<file path="src/rtl/lab4_pkg.sv">
// Shared definitions for the binary search block: default widths, FSM state type
// and the memory image the search RAM powers up with.
package lab4_pkg;
  localparam int DATA_W_DEF = 8;
  localparam int ADDR_W_DEF = 5;
  localparam int DEPTH      = 2 ** ADDR_W_DEF;

  typedef enum logic [2:0] {S_IDLE, S_READ, S_WAIT, S_CMP, S_DONE} bs_state_t;

  typedef logic [DATA_W_DEF-1:0] mem_image_t [DEPTH];

  // Ascending, duplicate-free image: word i holds 2*i.
  function automatic mem_image_t ramp_image();
    mem_image_t img;
    for (int i = 0; i < DEPTH; i++) img[i] = DATA_W_DEF'(2 * i);
    return img;
  endfunction
endpackage

</file>
<file path="src/rtl/ram32x8.sv">
// 32x8 search memory: registered address, data valid the cycle after the address.
// The write side is permanently disabled, so contents come only from the INIT image.
module ram32x8
  import lab4_pkg::*;
#(
  parameter mem_image_t INIT = ramp_image()
) (
  input  logic                  clk,
  input  logic [ADDR_W_DEF-1:0] addr,
  output logic [DATA_W_DEF-1:0] rdata
);
  logic [ADDR_W_DEF-1:0] addr_q;

  // No reset here: the image must survive a controller reset.
  always_ff @(posedge clk) begin
    addr_q <= addr;
  end

  assign rdata = INIT[addr_q];
endmodule

</file>
<file path="src/rtl/binary_search.sv">
// Binary search controller and datapath over a sorted 32x8 memory. Each probe is
// READ (issue mid), WAIT (memory latency), CMP (narrow or finish).
module binary_search
  import lab4_pkg::*;
#(
  parameter int DATA_W = DATA_W_DEF,
  parameter int ADDR_W = ADDR_W_DEF
) (
  input  logic              clk,
  input  logic              reset,
  input  logic              start,
  input  logic [DATA_W-1:0] A,
  output logic              found,
  output logic              done,
  output logic [ADDR_W-1:0] loc
);
  bs_state_t         state, state_n;
  logic [DATA_W-1:0] key, key_n;
  logic [ADDR_W-1:0] low, low_n, high, high_n, mid, mid_n;
  logic              found_n, done_n;
  logic [ADDR_W-1:0] loc_n;
  logic [ADDR_W:0]   sum;
  logic [ADDR_W-1:0] mid_calc, mem_addr;
  logic [DATA_W-1:0] mem_data;

  // One extra bit so low+high never wraps before halving.
  assign sum      = {1'b0, low} + {1'b0, high};
  assign mid_calc = ADDR_W'(sum >> 1);

  ram32x8 u_ram (
    .clk   (clk),
    .addr  (mem_addr),
    .rdata (mem_data)
  );

  always_ff @(posedge clk or posedge reset) begin
    if (reset) begin
      state <= S_IDLE;
      key   <= '0;
      low   <= '0;
      high  <= '1;
      mid   <= '0;
      found <= 1'b0;
      done  <= 1'b0;
      loc   <= '0;
    end else begin
      state <= state_n;
      key   <= key_n;
      low   <= low_n;
      high  <= high_n;
      mid   <= mid_n;
      found <= found_n;
      done  <= done_n;
      loc   <= loc_n;
    end
  end

  always_comb begin
    state_n  = state;
    key_n    = key;
    low_n    = low;
    high_n   = high;
    mid_n    = mid;
    found_n  = 1'b0;
    done_n   = 1'b0;
    loc_n    = '0;
    mem_addr = mid;
    case (state)
      S_IDLE: begin
        key_n  = A;
        low_n  = '0;
        high_n = '1;
        if (start) state_n = S_READ;
      end
      S_READ: begin
        mid_n    = mid_calc;
        mem_addr = mid_calc;
        state_n  = S_WAIT;
      end
      S_WAIT: state_n = S_CMP;
      S_CMP: begin
        // The mid==low / mid==high guards stop the window from crossing 0 or 31.
        if (mem_data == key) begin
          found_n = 1'b1;
          loc_n   = mid;
          done_n  = 1'b1;
          state_n = S_DONE;
        end else if (key < mem_data) begin
          if (mid == low) begin
            done_n  = 1'b1;
            state_n = S_DONE;
          end else begin
            high_n  = mid - ADDR_W'(1);
            state_n = S_READ;
          end
        end else begin
          if (mid == high) begin
            done_n  = 1'b1;
            state_n = S_DONE;
          end else begin
            low_n   = mid + ADDR_W'(1);
            state_n = S_READ;
          end
        end
      end
      S_DONE: begin
        if (start) begin
          found_n = found;
          loc_n   = loc;
          done_n  = 1'b1;
        end else begin
          state_n = S_IDLE;
        end
      end
      default: state_n = S_IDLE;
    endcase
  end
endmodule
</file>
<file path="config.mk">
export PLATFORM = sky130hd
export DESIGN_NAME = binary_search
export DESIGN_NICKNAME = d
export VERILOG_FILES = /design/src/rtl/lab4_pkg.sv /design/src/rtl/ram32x8.sv /design/src/rtl/binary_search.sv
export SDC_FILE = /design/constraint.sdc
export NUM_CORES = 1
export LEC_CHECK = 0
export ABC_CLOCK_PERIOD_IN_PS = 1800
export BUFFER_PORTS_ARGS = -buffer_cell sky130_fd_sc_hd__buf_2
export CAP_MARGIN = 10
export CORE_ASPECT_RATIO = 2
export CORE_MARGIN = 5
export CORE_UTILIZATION = 53
export DETAILED_ROUTE_END_ITERATION = 12
export PLACE_DENSITY_LB_ADDON = 0.25
export REMOVE_ABC_BUFFERS = 1
export SLEW_MARGIN = 30
export SYNTH_ARGS = -nofsm -noshare
export SYNTH_HDL_FRONTEND = slang
export SYNTH_HIERARCHICAL = 1
export SYNTH_SLANG_ARGS = --single-unit
</file>
<file path="constraint.sdc">
create_clock -name clk -period 1.8 [get_ports clk]
set_clock_uncertainty 0.05 [all_clocks]
set_input_delay 0.18 -clock clk [delete_from_list [all_inputs] [get_ports clk]]
set_output_delay 0.18 -clock clk [all_outputs]
set_load 0.005 [all_outputs]
</file>
## Word level (Yosys, flattened, before mapping)

Memories as Yosys holds them, arrays and structs flattened.
Index checks and enable logic that the tools add are counted.

| storage, ports and cells | value |
|---|---|
| input bits | 11 |
| output and inout bits | 7 |
| flip-flop bits (word level) | 38 |
| memories | 1 |
| bits in read-only memories | 256 |

| cells by class | value |
|---|---|
| multiplexer cells | 30 |
| order comparisons | 2 |
| eq/ne operators | 14 |
| add/subtract/negate cells | 3 |
| bitwise gates (word level) | 1 |
| reductions and logical operators | 5 |

Memories:

| memory | words | width | read ports | clocked after memory_dff | wr ports | line | text |
|---|---|---|---|---|---|---|---|
| (no name shown) | 32 | 8 | 1 | 0 | 0 | ram32x8.sv:19 | `assign rdata = INIT[addr_q];` |

Operators by type and width:

| operator | count |
|---|---|
| 5-bit 2-to-1 mux | 9 |
| 5-bit one-hot mux with 2 select lines | 3 |
| 3-bit 2-to-1 mux | 6 |
| 8-bit 2-to-1 mux | 2 |
| 3-bit one-hot mux with 5 select lines | 1 |
| 2-bit inequality test (second input constant) | 7 |
| 5-bit == test | 2 |
| 8-bit == test | 1 |
| 8-bit less-than comparator | 1 |
| 4-bit AND reduction | 2 |
| 1-bit 2-to-1 mux | 7 |
| 5-bit by 5-bit adder with 6-bit output | 1 |
| 3-bit by 2-bit == test with 1-bit output (second input constant) | 2 |
| 6-bit greater-or-equal comparator (second input constant) | 1 |
| 5-bit NOT with 6-bit output | 1 |
| 5-bit by 1-bit adder with 5-bit output (second input constant) | 1 |
| 5-bit by 1-bit subtractor with 5-bit output (second input constant) | 1 |
| 1-bit one-hot mux with 2 select lines | 2 |
| 3-bit by 1-bit == test with 1-bit output (second input constant) | 1 |
| 3-bit == test (second input constant) | 1 |
| 3-bit logical NOT | 1 |
| 2-bit AND reduction | 1 |
| 2-bit nonzero test | 1 |

## Logic depth before layout (Yosys ltp)

Gate-level depths: netlist of the first run.

| depth | value |
|---|---|
| depth after elaboration | 8 |
| mapped depth | 9 |
| gate-level depth less buffers | 8 |

## By module

The synthesis of the first run kept the hierarchy.

By module, submodules not included:

| module | seq. area each (µm²) | cells each | times used | area each (µm²) |
|---|---|---|---|---|
| binary_search | 832.0 | 205 | 1 | 1981.9 |
| ram32x8 | 100.1 | 9 | 1 | 126.4 |

## Worst setup path before layout of the first run

No wires, ideal clock.

| timing | value |
|---|---|
| kind | register -> register |
| from | reg key[1] |
| to | reg done |
| buffers on the path | 1 |
| required time | 1624 ps |
| library setup time | 126 ps |
| arrival | 1813 ps |
| cell stages (with the launch flop) | 8 |
| path slack | -190 ps |
| clock period less this slack | 1990 ps |
| path through | dfrtp_1 -> ha_1 -> nor2b_4 -> o211ai_2 -> a21oi_1 -> or3_1 -> buf_6 -> a311o_1 |

| on the way | value |
|---|---|
| word-level cells in the longest chain between the ends | 4 |
| elaborated cells between the ends (all ways) | 5 |
| those cells by class | 1 x order compare; 1 x eq/ne; 3 x mux |

RTL lines:

| element | line | text |
|---|---|---|
| from (decl) | binary_search.sv:18 | `logic [DATA_W-1:0] key, key_n;` |
| from (signal assigned) | binary_search.sv:48 | `key <= key_n;` |
| 8-bit less-than comparator | binary_search.sv:88 | `end else if (key < mem_data) begin` |
| 1-bit 2-to-1 mux | binary_search.sv:88 |  |
| 1-bit 2-to-1 mux * | binary_search.sv:83 | `if (mem_data == key) begin` |
| 1-bit one-hot mux with 2 select lines * | binary_search.sv:68 | `case (state)` |
| named net done_n | binary_search.sv:20 | `logic found_n, done_n;` |
| to (signal assigned) | binary_search.sv:53 | `done <= done_n;` |
| to (decl) | binary_search.sv:14 | `output logic done,` |

Mark *: on every way through the listed nets, which the timed path passes. The rest lies on a longest branch.
A chain may end at the register's enable or synchronous reset.

## Worst setup path after layout of the first run

| timing | value |
|---|---|
| from | reg key[1] |
| to | reg high[0] |

| on the way | value |
|---|---|
| word-level cells in the longest chain between the ends | 3 |
| elaborated cells between the ends (all ways) | 5 |
| those cells by class | 1 x order compare; 3 x eq/ne; 1 x reduce/logical |

RTL lines:

| element | line | text |
|---|---|---|
| 8-bit less-than comparator or 8-bit == test (tied branches) | binary_search.sv:88, binary_search.sv:83 |  |
| 2-bit inequality test (no source line) | n/a |  |
| 4-bit AND reduction (no source line) * | n/a |  |
| to (signal assigned) | binary_search.sv:50 | `high <= high_n;` |
| to (decl) | binary_search.sv:19 | `logic [ADDR_W-1:0] low, low_n, high, high_n, mid, mid_n;` |

Every way passes the cells marked *; elsewhere a longest branch is shown, timed or not.

==> metrics.txt, run 1 <==
chip height a little under 100 um; Mapped Area between 0.002 and 0.0025 mm2; Avg Synthesized Cell Area 9.852 um2; Hold Crit Start A[6]; first-pass iteration count of the detailed router 4; LEAKAGE between 1 and 1.5 nW; worst hold path class in2reg; vias post-DR ~1600; most frequent cell after synthesis nand2_1; hold_ws 0.01979 ns; EDFF count, synth 0; cell accounting for the most synthesized area dfrtp_1; leading cell types by count after synthesis nand2_1, dfrtp_1, ha_1, inv_1, nand3_1; row cnt 32; layout cells sized above 1 slightly below 30%; top cells by area, synth dfrtp_1, ha_1, dfstp_2; Critical Path Sink Type register; Worst path top cell family by delay compound AO/OA/AOI/OAI gates; status complete, but fails checks; Period minus WS final roughly 1.9 ns; Final setup viols 11; clock-pin slew on the worst setup and hold paths around 0.080 ns; Worst R2R End high[0]; RSZ-0062 raised after global routing yes; f_max 0.5315 GHz; die footprint approximately 0.0054 mm2; post-synth top area share around a third; largest net degree at the start of global routing 34; Ys Warns 6; crit path max fanout 6; Wirelength per Cell 16.03 um; Slew Limit Headroom 65.09%; r2r setup slk -0.08 ns; highest-delay cell along the critical path dfrtp_1; initial antenna violation count 0; root buf cell clkbuf_8; CTS Sinks 38; PnR worst setup slack -0.08160 ns; PwrDens about 2100 mW/mm2; IO Count 18; Slew Limit Fails 0; cts bufs inserted 5; grt total ovfl 0; ant diodes 0; Total Routing Usage GR between 20% and 30%; DRC 0; Routed Antenna Nets 0; GP Congestion roughly 0.83; Crit path largest cell delay 0.41 ns; Seq/Total Area, Yosys between 40 and 50%; Placed Cells roughly 280; CP bufs+invs 0; post-detailed-placement half-perimeter wirelength ~3400 um; worst reg2reg path startpoint key[1]; core area 0.003844 mm2; Syn-to-layout area delta 20.18%; I/O Buffers 17; Die W around 55 um; initial core utilization between 50% and 60%; final hold violations 0; Layout Utilization 65.92%; Layout Nets ~270; Finished Layout Cells between 200 and 300; hold depth 3; Startpoint Class register; crit share post-route 104.5%; Hold EP key[6]; crit path DAT just over 2 ns; Routed Wire Length approximately 4700 um; actual slew at the worst max-slew pin 0.5197 ns; #FFs+latches synth 38; H-tree lvl count 2; Req. time, crit path just under 2 ns; dominant synthesized flop cell dfrtp_1; max-cap viol count 0; CTS max path bufs 2; count of cell types in the netlist 42; worst skew pair latency roughly 0.30 ns; failing checks setup timing; vias per cell 5.435; Max IR drop VDD between 1 and 1.5 mV; vias in the first global route ~1700; Initial DRC Count 35; worst-path cell chain ha_4, nor2b_4, o211ai_2, a21oi_2, or3_4, a21oi_4, a2bb2oi_1; first-pass GRT wire length 8086 um; Reg2Reg Depth 7; Post-synth ARST share 86.84%; CTS tree done; crit path kind reg2reg; Post-Synthesis Cells roughly 210
[layout make-up]
class	count	area (um2)
clock inverters	3	45.04
repair buffers	36	237.7
fillers	332	1310
clock buffers	5	68.82
flip-flops and latches	38	932.1
inverters	14	52.55
well taps	51	63.81
multi-input cells	147	1134
[sequential cells by signal, indices dropped and copies added (netlist names)]
name and flops:
done 1, found 1, high 5, key 8, loc 5, low 5
mid 5, state 3, u_ram/addr_q 5
[through the flow]
stage / setup TNS, ns / power [mW] / setup WS (ns) / cell area [um2]
floorplan: -2.889 / 3.299 / -0.3084 / 2009
global placement: -2.202 / 4.116 / -0.2702 / 2263
detailed placement: -2.975 / 4.166 / -0.3437 / 2263
CTS: -0.4961 / 5.249 / -0.07692 / 2487
global route: -1.626 / 5.821 / -0.1790 / 2534
finish: -0.5954 / 5.378 / -0.08160 / 2534
[layout by cell type (no fill, tap or decap), types with 3 or more instances in the layout]
master,instances
a21oi_1,4
a21oi_2,4
a22o_1,5
a2bb2oi_1,3
buf_2,17
buf_4,16
clkbuf_8,5
conb_1,3
dfrtp_1,28
dfstp_2,5
dfxtp_1,5
ha_1,9
ha_4,5
inv_1,14
nand2_1,34
nand3_1,11
nor2_1,4
nor2b_1,3
nor3_1,4
o21ai_0,3
o21ai_1,4
or3_1,3
xnor2_1,10
xor2_1,8
[worst max path at each step]
stage	end	cells after the start	start
4_1_cts	high[2]	7	key[1]
6_report	high[0]	7	key[1]
2_1_floorplan	low[3]	7	key[1]
3_5_place_dp	done	6	key[1]
3_3_place_gp	done	6	key[1]
5_1_grt	high[4]	7	key[1]
[logic make-up (layout without fill, tap and decap cells)]
group	Yosys count	count (layout)	share of synthesized area [%]
other	1	3	0.1779
and+or+nand+nor	70	70	16.02
adders and majority gates	15	15	9.258
DFF	38	38	44.21
AOI/OAI and AO/OA	39	39	13.77
xor gates and xnor gates	20	20	9.021
buffers and inverters	31	58	7.537
[metal layers]
metal | track usage [%] | up-vias | part of all wire (%)
li1 | - | 769 | -
met5 | 0 | - | 0
met2 | 33.85 | 32 | 56
met4 | 14.20 | 0 | 4.6
met3 | 4.048 | 18 | 2.7
met1 | 22.41 | 779 | 37
[where the power goes]
group	internal, mW	switching (mW)	total [mW]	leakage (nW)
clock	0.412	0.329	0.742	0.0504
combinational	1.47	1.57	3.04	0.676
sequential	1.24	0.356	1.59	0.448
[worst min-delay path: cells and delay by family]
family        cells  cell delay [ns]
buf+inv           1             0.08
simple gates      2             0.09
[what timing repair did]
item	in CTS	in global routing
gates cloned	1	0
hold buffers	1	0
setup endpoints to repair	23	25
pin swaps	12	7
endpoints found under the hold margin	28	0
resized for setup	19	11
setup buffers	2	1
Power figures use the tool's default switching activity.
==> run 2, diff against run 1 <==
--- a/config.mk
+++ b/config.mk
@@ -5,12 +5,12 @@
 export SDC_FILE = /design/constraint.sdc
 export NUM_CORES = 1
 export LEC_CHECK = 0
-export ABC_CLOCK_PERIOD_IN_PS = 1800
-export BUFFER_PORTS_ARGS = -buffer_cell sky130_fd_sc_hd__buf_2
+export ABC_CLOCK_PERIOD_IN_PS = 2100
+export BUFFER_PORTS_ARGS = -buffer_cell sky130_fd_sc_hd__buf_4
 export CAP_MARGIN = 10
 export CORE_ASPECT_RATIO = 2
 export CORE_MARGIN = 5
-export CORE_UTILIZATION = 53
+export CORE_UTILIZATION = 59
 export DETAILED_ROUTE_END_ITERATION = 12
 export PLACE_DENSITY_LB_ADDON = 0.25
 export REMOVE_ABC_BUFFERS = 1
==> constraint.sdc (replaced) <==
create_clock -name clk -period 2.1 [get_ports clk]
set_clock_uncertainty 0.05 [all_clocks]
set_input_delay 0.21 -clock clk [delete_from_list [all_inputs] [get_ports clk]]
set_output_delay 0.21 -clock clk [all_outputs]
set_load 0.005 [all_outputs]
==> run 2 against run 1 <==
Net effect: the run now ends clean; die area decreased by 8.8%; highest routed layer unchanged; via count decreased by 1.5%; total power decreased by 20%; combinational power decreased by 29%; non-clock buffer count decreased by 10; clock-buffer cell count unchanged; largest power group unchanged.
==> metrics.txt, run 2 (same netlist as run 1, synthesis figures left out) <==
Layout Utilization 70.88% (was 65.92%); layout cells sized above 1 21.03% (was 29.63%); largest net degree at the start of global routing 34 (unchanged); Crit path largest cell delay 0.44 ns (was 0.41 ns); Wirelength per Cell 16.23 um (was 16.03 um); core area 0.003416 mm2 (was 0.003844 mm2); f_max 0.4887 GHz (was 0.5315 GHz); max reg flops 8 (unchanged); row cnt 30 (was 32); crit path DAT 2.18 ns (was 2.06 ns); CTS Sinks 38 (unchanged); DRC 0 (unchanged); Largest Register key (unchanged); cts bufs inserted 5 (unchanged); Total Routing Usage GR 20.67% (was 20.65%); Startpoint Class register (unchanged); Max IR drop VDD 0.9978 mV (was 1.081 mV); most frequent cells in the layout nand2_1, dfrtp_1, buf_4, inv_1, ha_1 (was nand2_1, dfrtp_1, buf_2, buf_4, inv_1); die footprint 0.004942 mm2 (was 0.005416 mm2); initial antenna violation count 0 (unchanged); worst hold path class in2reg (unchanged); CTS tree done (unchanged); Req. time, crit path 2.23 ns (was 1.98 ns); clock-pin slew on the worst setup and hold paths 0.08 ns (about the same); crit path max fanout 6 (unchanged); grt total ovfl 0 (unchanged); Slew Limit Fails 0 (unchanged); vias in the first global route 1640 (was 1710); Fillers 250 (was 332); post-detailed-placement half-perimeter wirelength 3445 um (was 3376 um); Critical Path Sink Type register (unchanged); worst-path cell chain ha_1, nor2b_4, o211ai_2, a21oi_2, or3_4, a311o_1 (was ha_4, nor2b_4, o211ai_2, a21oi_2, or3_4, a21oi_4, a2bb2oi_1); Die W 52.27 um (was 54.60 um); Clock Power Share 17.4% (was 13.8%); status finished, final reports clean (was complete, but fails checks); Flop pwr share 31.9% (was 29.7%); PwrDens 1770 mW/mm2 (was 2123 mW/mm2); pre-CTS setup slack -0.03383 ns (was -0.3437 ns); Syn-to-layout area delta 14.84% (was 20.18%); leading cell type in the layout, fill and taps excluded nand2_1 (unchanged); Finished Cell Area 0.002421 mm2 (was 0.002534 mm2); crit share post-route 97.44% (was 104.5%); RSZ-0062 raised after global routing no (was yes); GP Congestion 0.8506 (was 0.8301); internal cell power 2.515 mW (was 3.121 mW); LEAKAGE 1.146 nW (was 1.174 nW); worst reg2reg path startpoint key[1] (unchanged); hold depth 3 (unchanged); vias per cell 5.601 (was 5.435); Net Sw Power 1.770 mW (was 2.257 mW); I/O Buffers 17 (unchanged); ant diodes 0 (unchanged); dpl cell area 0.002257 mm2 (was 0.002263 mm2); Initial DRC Count 30 (was 35); Layout Nets 258 (was 268); Slew Limit Headroom 62.45% (was 65.09%); H-tree lvl count 2 (unchanged); Routed Wire Length 4560 um (was 4713 um); chip height 94.54 um (was 99.20 um); vias post-DR 1574 (was 1598); worst skew pair latency 0.29 ns (was 0.30 ns); Logic pwr share 50.7% (was 56.6%); final hold violations 0 (unchanged); root buf cell clkbuf_8 (unchanged); Finished Layout Cells 281 (was 294); CTS max path bufs 2 (unchanged); initial core utilization 61.72% (was 54.85%); IO Count 18 (unchanged); switching share of power 41.31% (was 41.97%); Hold Crit Start A[5] (was A[6]); Worst Setup SP key[1] (unchanged); first-pass GRT wire length 7514 um (was 8086 um); Placed Cells 272 (was 281); Routed Antenna Nets 0 (unchanged); crit path kind reg2reg (unchanged); Period minus WS final 2.046 ns (was 1.882 ns); Final setup viols 0 (was 11); Reg2Reg Depth 6 (was 7); max-cap viol count 0 (unchanged); PnR worst setup slack 0.05368 ns (was -0.08160 ns); highest-delay cell along the critical path or3_4 (was dfrtp_1); r2r setup slk 0.05 ns (was -0.08 ns); actual slew at the worst max-slew pin 0.5589 ns (was 0.5197 ns); first-pass iteration count of the detailed router 4 (unchanged); PnR Total Power 4.285 mW (was 5.378 mW)
run 2: layer usage:
| metal | share of wire [%] | GRT usage [%] | vias up |
|---|---|---|---|
| li1 | - | - | 749 |
| met1 | 37 | 22.29 | 783 |
| met2 | 57 | 37.71 | 28 |
| met3 | 2.4 | 3.476 | 14 |
| met4 | 3.4 | 9.595 | 0 |
| met5 | 0 | 0 | - |
run 2: path summary, 6_finish.rpt:
path,to
hold reg to reg,found
setup reg to reg,state[2]
min in group asynchronous,state[0]
max in group asynchronous,high[4]
hold / removal,key[5]
setup / recovery,state[2]
run 2: worst max-delay path: cells and delay by family, from the launching register on:
kind	cells	cell delay, ns
compound gates	3	0.61
flops	1	0.38
fa+ha+maj	1	0.32
simple gates	2	0.58
run 2: stage by stage:
step / TNS [ns] / hold slack, ns
4_1_cts: 0 / 0.05133
5_1_grt: 0 / 0.06037
3_3_place_gp: 0 / 0.2720
3_5_place_dp: -0.09350 / 0.2834
6_report: 0 / 0.04967
2_1_floorplan: -0.01793 / 0.2654
run 2: layout make-up:
class | count | area (um2) | share of cell area, %
tap | 48 | 60.06 | 2.481
inverter | 14 | 52.55 | 2.171
sequential | 38 | 932.1 | 38.50
multi-input combinational | 147 | 1041 | 43.00
clock inverter | 3 | 68.82 | 2.842
clock buffer | 5 | 68.82 | 2.842
timing repair buffer | 26 | 197.7 | 8.165
run 2: power groups by stage:
stage / clock network (mW) / registers [mW] / logic (mW)
global placement: 0 / 1.35 / 2.03
finish: 0.747 / 1.37 / 2.17
floorplan: 0 / 1.34 / 1.49
detailed placement: 0 / 1.37 / 2.13
global route: 0.788 / 1.40 / 2.42
CTS: 0.759 / 1.36 / 2.16
run 2: timing repair:
action / in CTS / in global routing
setup endpoints to repair: 6 / 4
setup buffers: 0 / 0
pin swaps: 0 / 1
hold buffers: 1 / 0
endpoints found under the hold margin: 28 / 0
gates resized for setup: 1 / 2
==> run 3, diff against run 2 <==
--- a/config.mk
+++ b/config.mk
@@ -8,12 +8,13 @@
 export ABC_CLOCK_PERIOD_IN_PS = 2100
 export BUFFER_PORTS_ARGS = -buffer_cell sky130_fd_sc_hd__buf_4
 export CAP_MARGIN = 10
-export CORE_ASPECT_RATIO = 2
+export CORE_ASPECT_RATIO = 0.8
 export CORE_MARGIN = 5
 export CORE_UTILIZATION = 59
 export DETAILED_ROUTE_END_ITERATION = 12
-export PLACE_DENSITY_LB_ADDON = 0.25
+export PLACE_DENSITY = 0.87
 export REMOVE_ABC_BUFFERS = 1
+export SETUP_SLACK_MARGIN = 0.05
 export SLEW_MARGIN = 30
 export SYNTH_ARGS = -nofsm -noshare
 export SYNTH_HDL_FRONTEND = slang
==> run 3 against run 2 <==
Net effect: total power decreased by 6.9%; combinational power decreased by 3%; final cell count down 2.5%; setup slack gained 0.10 ns; worst hold slack gained 0.00054 ns; clock-buffer cell count rose by 1; final area is 2.4% lower; largest cell class unchanged; clock power shrank 30%; via count is 3.5% lower; core utilization shrank 2.3 points.
==> metrics.txt, run 3 (same netlist as run 1, synthesis figures left out) <==
crit path DAT 2.12 ns (was 2.18 ns); vias post-DR 1519 (was 1574); Final setup viols 0 (unchanged); status finished, final reports clean (unchanged); initial antenna violation count 0 (unchanged); hold depth 3 (unchanged); Crit path largest cell delay 0.39 ns (was 0.44 ns); vias in the first global route 1506 (was 1640); DRC 0 (unchanged); largest net degree at the start of global routing 34 (unchanged); Routed Wire Length 4193 um (was 4560 um); die footprint 0.004876 mm2 (was 0.004942 mm2); max-cap viol count 0 (unchanged); Startpoint Class register (unchanged); Syn-to-layout area delta 12.11% (was 14.84%); actual slew at the worst max-slew pin 0.5252 ns (was 0.5589 ns); worst-path cell chain ha_1, nand4_1, or2_2, a21oi_4, a21oi_4, o22a_1 (was ha_1, nor2b_4, o211ai_2, a21oi_2, or3_4, a311o_1); Period minus WS final 1.944 ns (was 2.046 ns); Layout Nets 257 (was 258); GP Congestion 0.8388 (was 0.8506); CTS max path bufs 2 (unchanged); worst skew pair latency 0.29 ns (about the same); highest-delay cell along the critical path dfrtp_1 (was or3_4); Post-CTS Setup Bufs 0 (unchanged); crit path kind reg2reg (unchanged); cts bufs inserted 5 (unchanged); worst hold path class in2reg (unchanged); crit path max fanout 6 (unchanged); CTS Sinks 38 (unchanged); Initial DRC Count 144 (was 30); I/O Buffers 17 (unchanged); Total Routing Usage GR 19.14% (was 20.67%); LEAKAGE 1.121 nW (was 1.146 nW); first-pass GRT wire length 7355 um (was 7514 um); most frequent cells in the layout nand2_1, dfrtp_1, buf_4, inv_1, ha_1 (unchanged); grt total ovfl 0 (unchanged); Req. time, crit path 2.28 ns (was 2.23 ns); crit-path most repeated cell a21oi_4; Critical Path Sink Type register (unchanged); RSZ-0062 raised after global routing no (unchanged); f_max 0.5145 GHz (was 0.4887 GHz); Slew Limit Fails 0 (unchanged); chip height 63.47 um (was 94.54 um); Wirelength per Cell 15.30 um (was 16.23 um); layout cells sized above 1 20.69% (was 21.03%); hold_ws 0.05022 ns (was 0.04967 ns); Die W 76.84 um (was 52.27 um); ant diodes 0 (unchanged); clock-pin slew on the worst setup and hold paths 0.08 ns (about the same); Max IR drop VDD 0.8384 mV (was 0.9978 mV); PwrDens 1689 mW/mm2 (was 1770 mW/mm2); Final TNS setup 0 ns (unchanged); Slew Limit Headroom 64.72% (was 62.45%); Largest Register key (unchanged); H-tree lvl count 2 (unchanged); root buf cell clkbuf_8 (unchanged); leading cell type in the layout, fill and taps excluded nand2_1 (unchanged); row cnt 19 (was 30); final hold violations 0 (unchanged); Routed Antenna Nets 0 (unchanged); Reg2Reg Depth 6 (unchanged); vias per cell 5.544 (was 5.601); initial core utilization 61.16% (was 61.72%); first-pass iteration count of the detailed router 4 (unchanged); CTS tree done (unchanged); core area 0.003447 mm2 (was 0.003416 mm2); IO Count 18 (unchanged); post-detailed-placement half-perimeter wirelength 3063 um (was 3445 um); max reg flops 8 (unchanged); crit share post-route 92.55% (was 97.44%)
run 3: cell count changes in the layout (fill, tap and decap cells not counted), sizes merged:
cell	change
buf	-1
bufinv	-2
clkbuf	+1
clkinvlp	+1
run 3: critical path, delay by kind of cell, from the launching register on:
family,cells,cell delay [ns]
and+or+nand+nor,2,0.56
adders and majority gates,1,0.32
AOI/OAI and AO/OA,3,0.56
DFF,1,0.39
run 3: metal layers:
layer | track usage, % | share of wire, % | vias up
met1 | 26.50 | 45 | 721
met5 | 0 | 0 | -
met2 | 28.39 | 47 | 45
met4 | 6.550 | 1.1 | 0
li1 | - | - | 749
met3 | 5.840 | 6.9 | 4
run 3: where the power goes:
part           switching (mW)  internal, mW
sequential              0.307          1.06
clock                   0.260         0.264
combinational            1.14         0.954
run 3: repair_timing:
action,4_1_cts,5_1_grt
resized for setup,1,3
setup endpoints to repair,7,12
hold buffers,1,0
pin swaps,0,3
endpoints found under the hold margin,28,0
run 3: worst paths after layout:
| path | start | to | slack, ns |
|---|---|---|---|
| min reg2reg | found | found | 0.43 |
| min in group asynchronous | reset | state[1] | 0.52 |
| min | A[7] | key[7] | 0.05 |
| max in group asynchronous | reset | high[0] | 1.15 |
| max | key[7] | high[1] | 0.16 |
| max reg2reg | key[7] | high[1] | 0.16 |
run 3: area by class of cell:
type / count / area [um2]
fillers: 265 / 1084
multi-input cells: 147 / 1041
flip-flops and latches: 38 / 932.1
repair buffers: 25 / 190.2
clock buffers: 6 / 82.58
inverters: 14 / 52.55
well taps: 42 / 52.55
clock inverters: 2 / 12.51
run 3: per-stage QoR:
step | instances | total power [mW] | setup WS [ns] | area [um2] | util (%)
after floorplan | 199 | 2.828 | -0.008407 | 2009 | -
after global placement | 265 | 3.326 | 0.04584 | 2242 | 65.05
after detailed placement | 265 | 3.421 | -0.01303 | 2242 | 65.05
after CTS | 274 | 3.972 | 0.07546 | 2352 | 68.24
after global routing | 274 | 4.380 | 0.06224 | 2364 | 68.57
final | 274 | 3.991 | 0.1564 | 2364 | 68.57
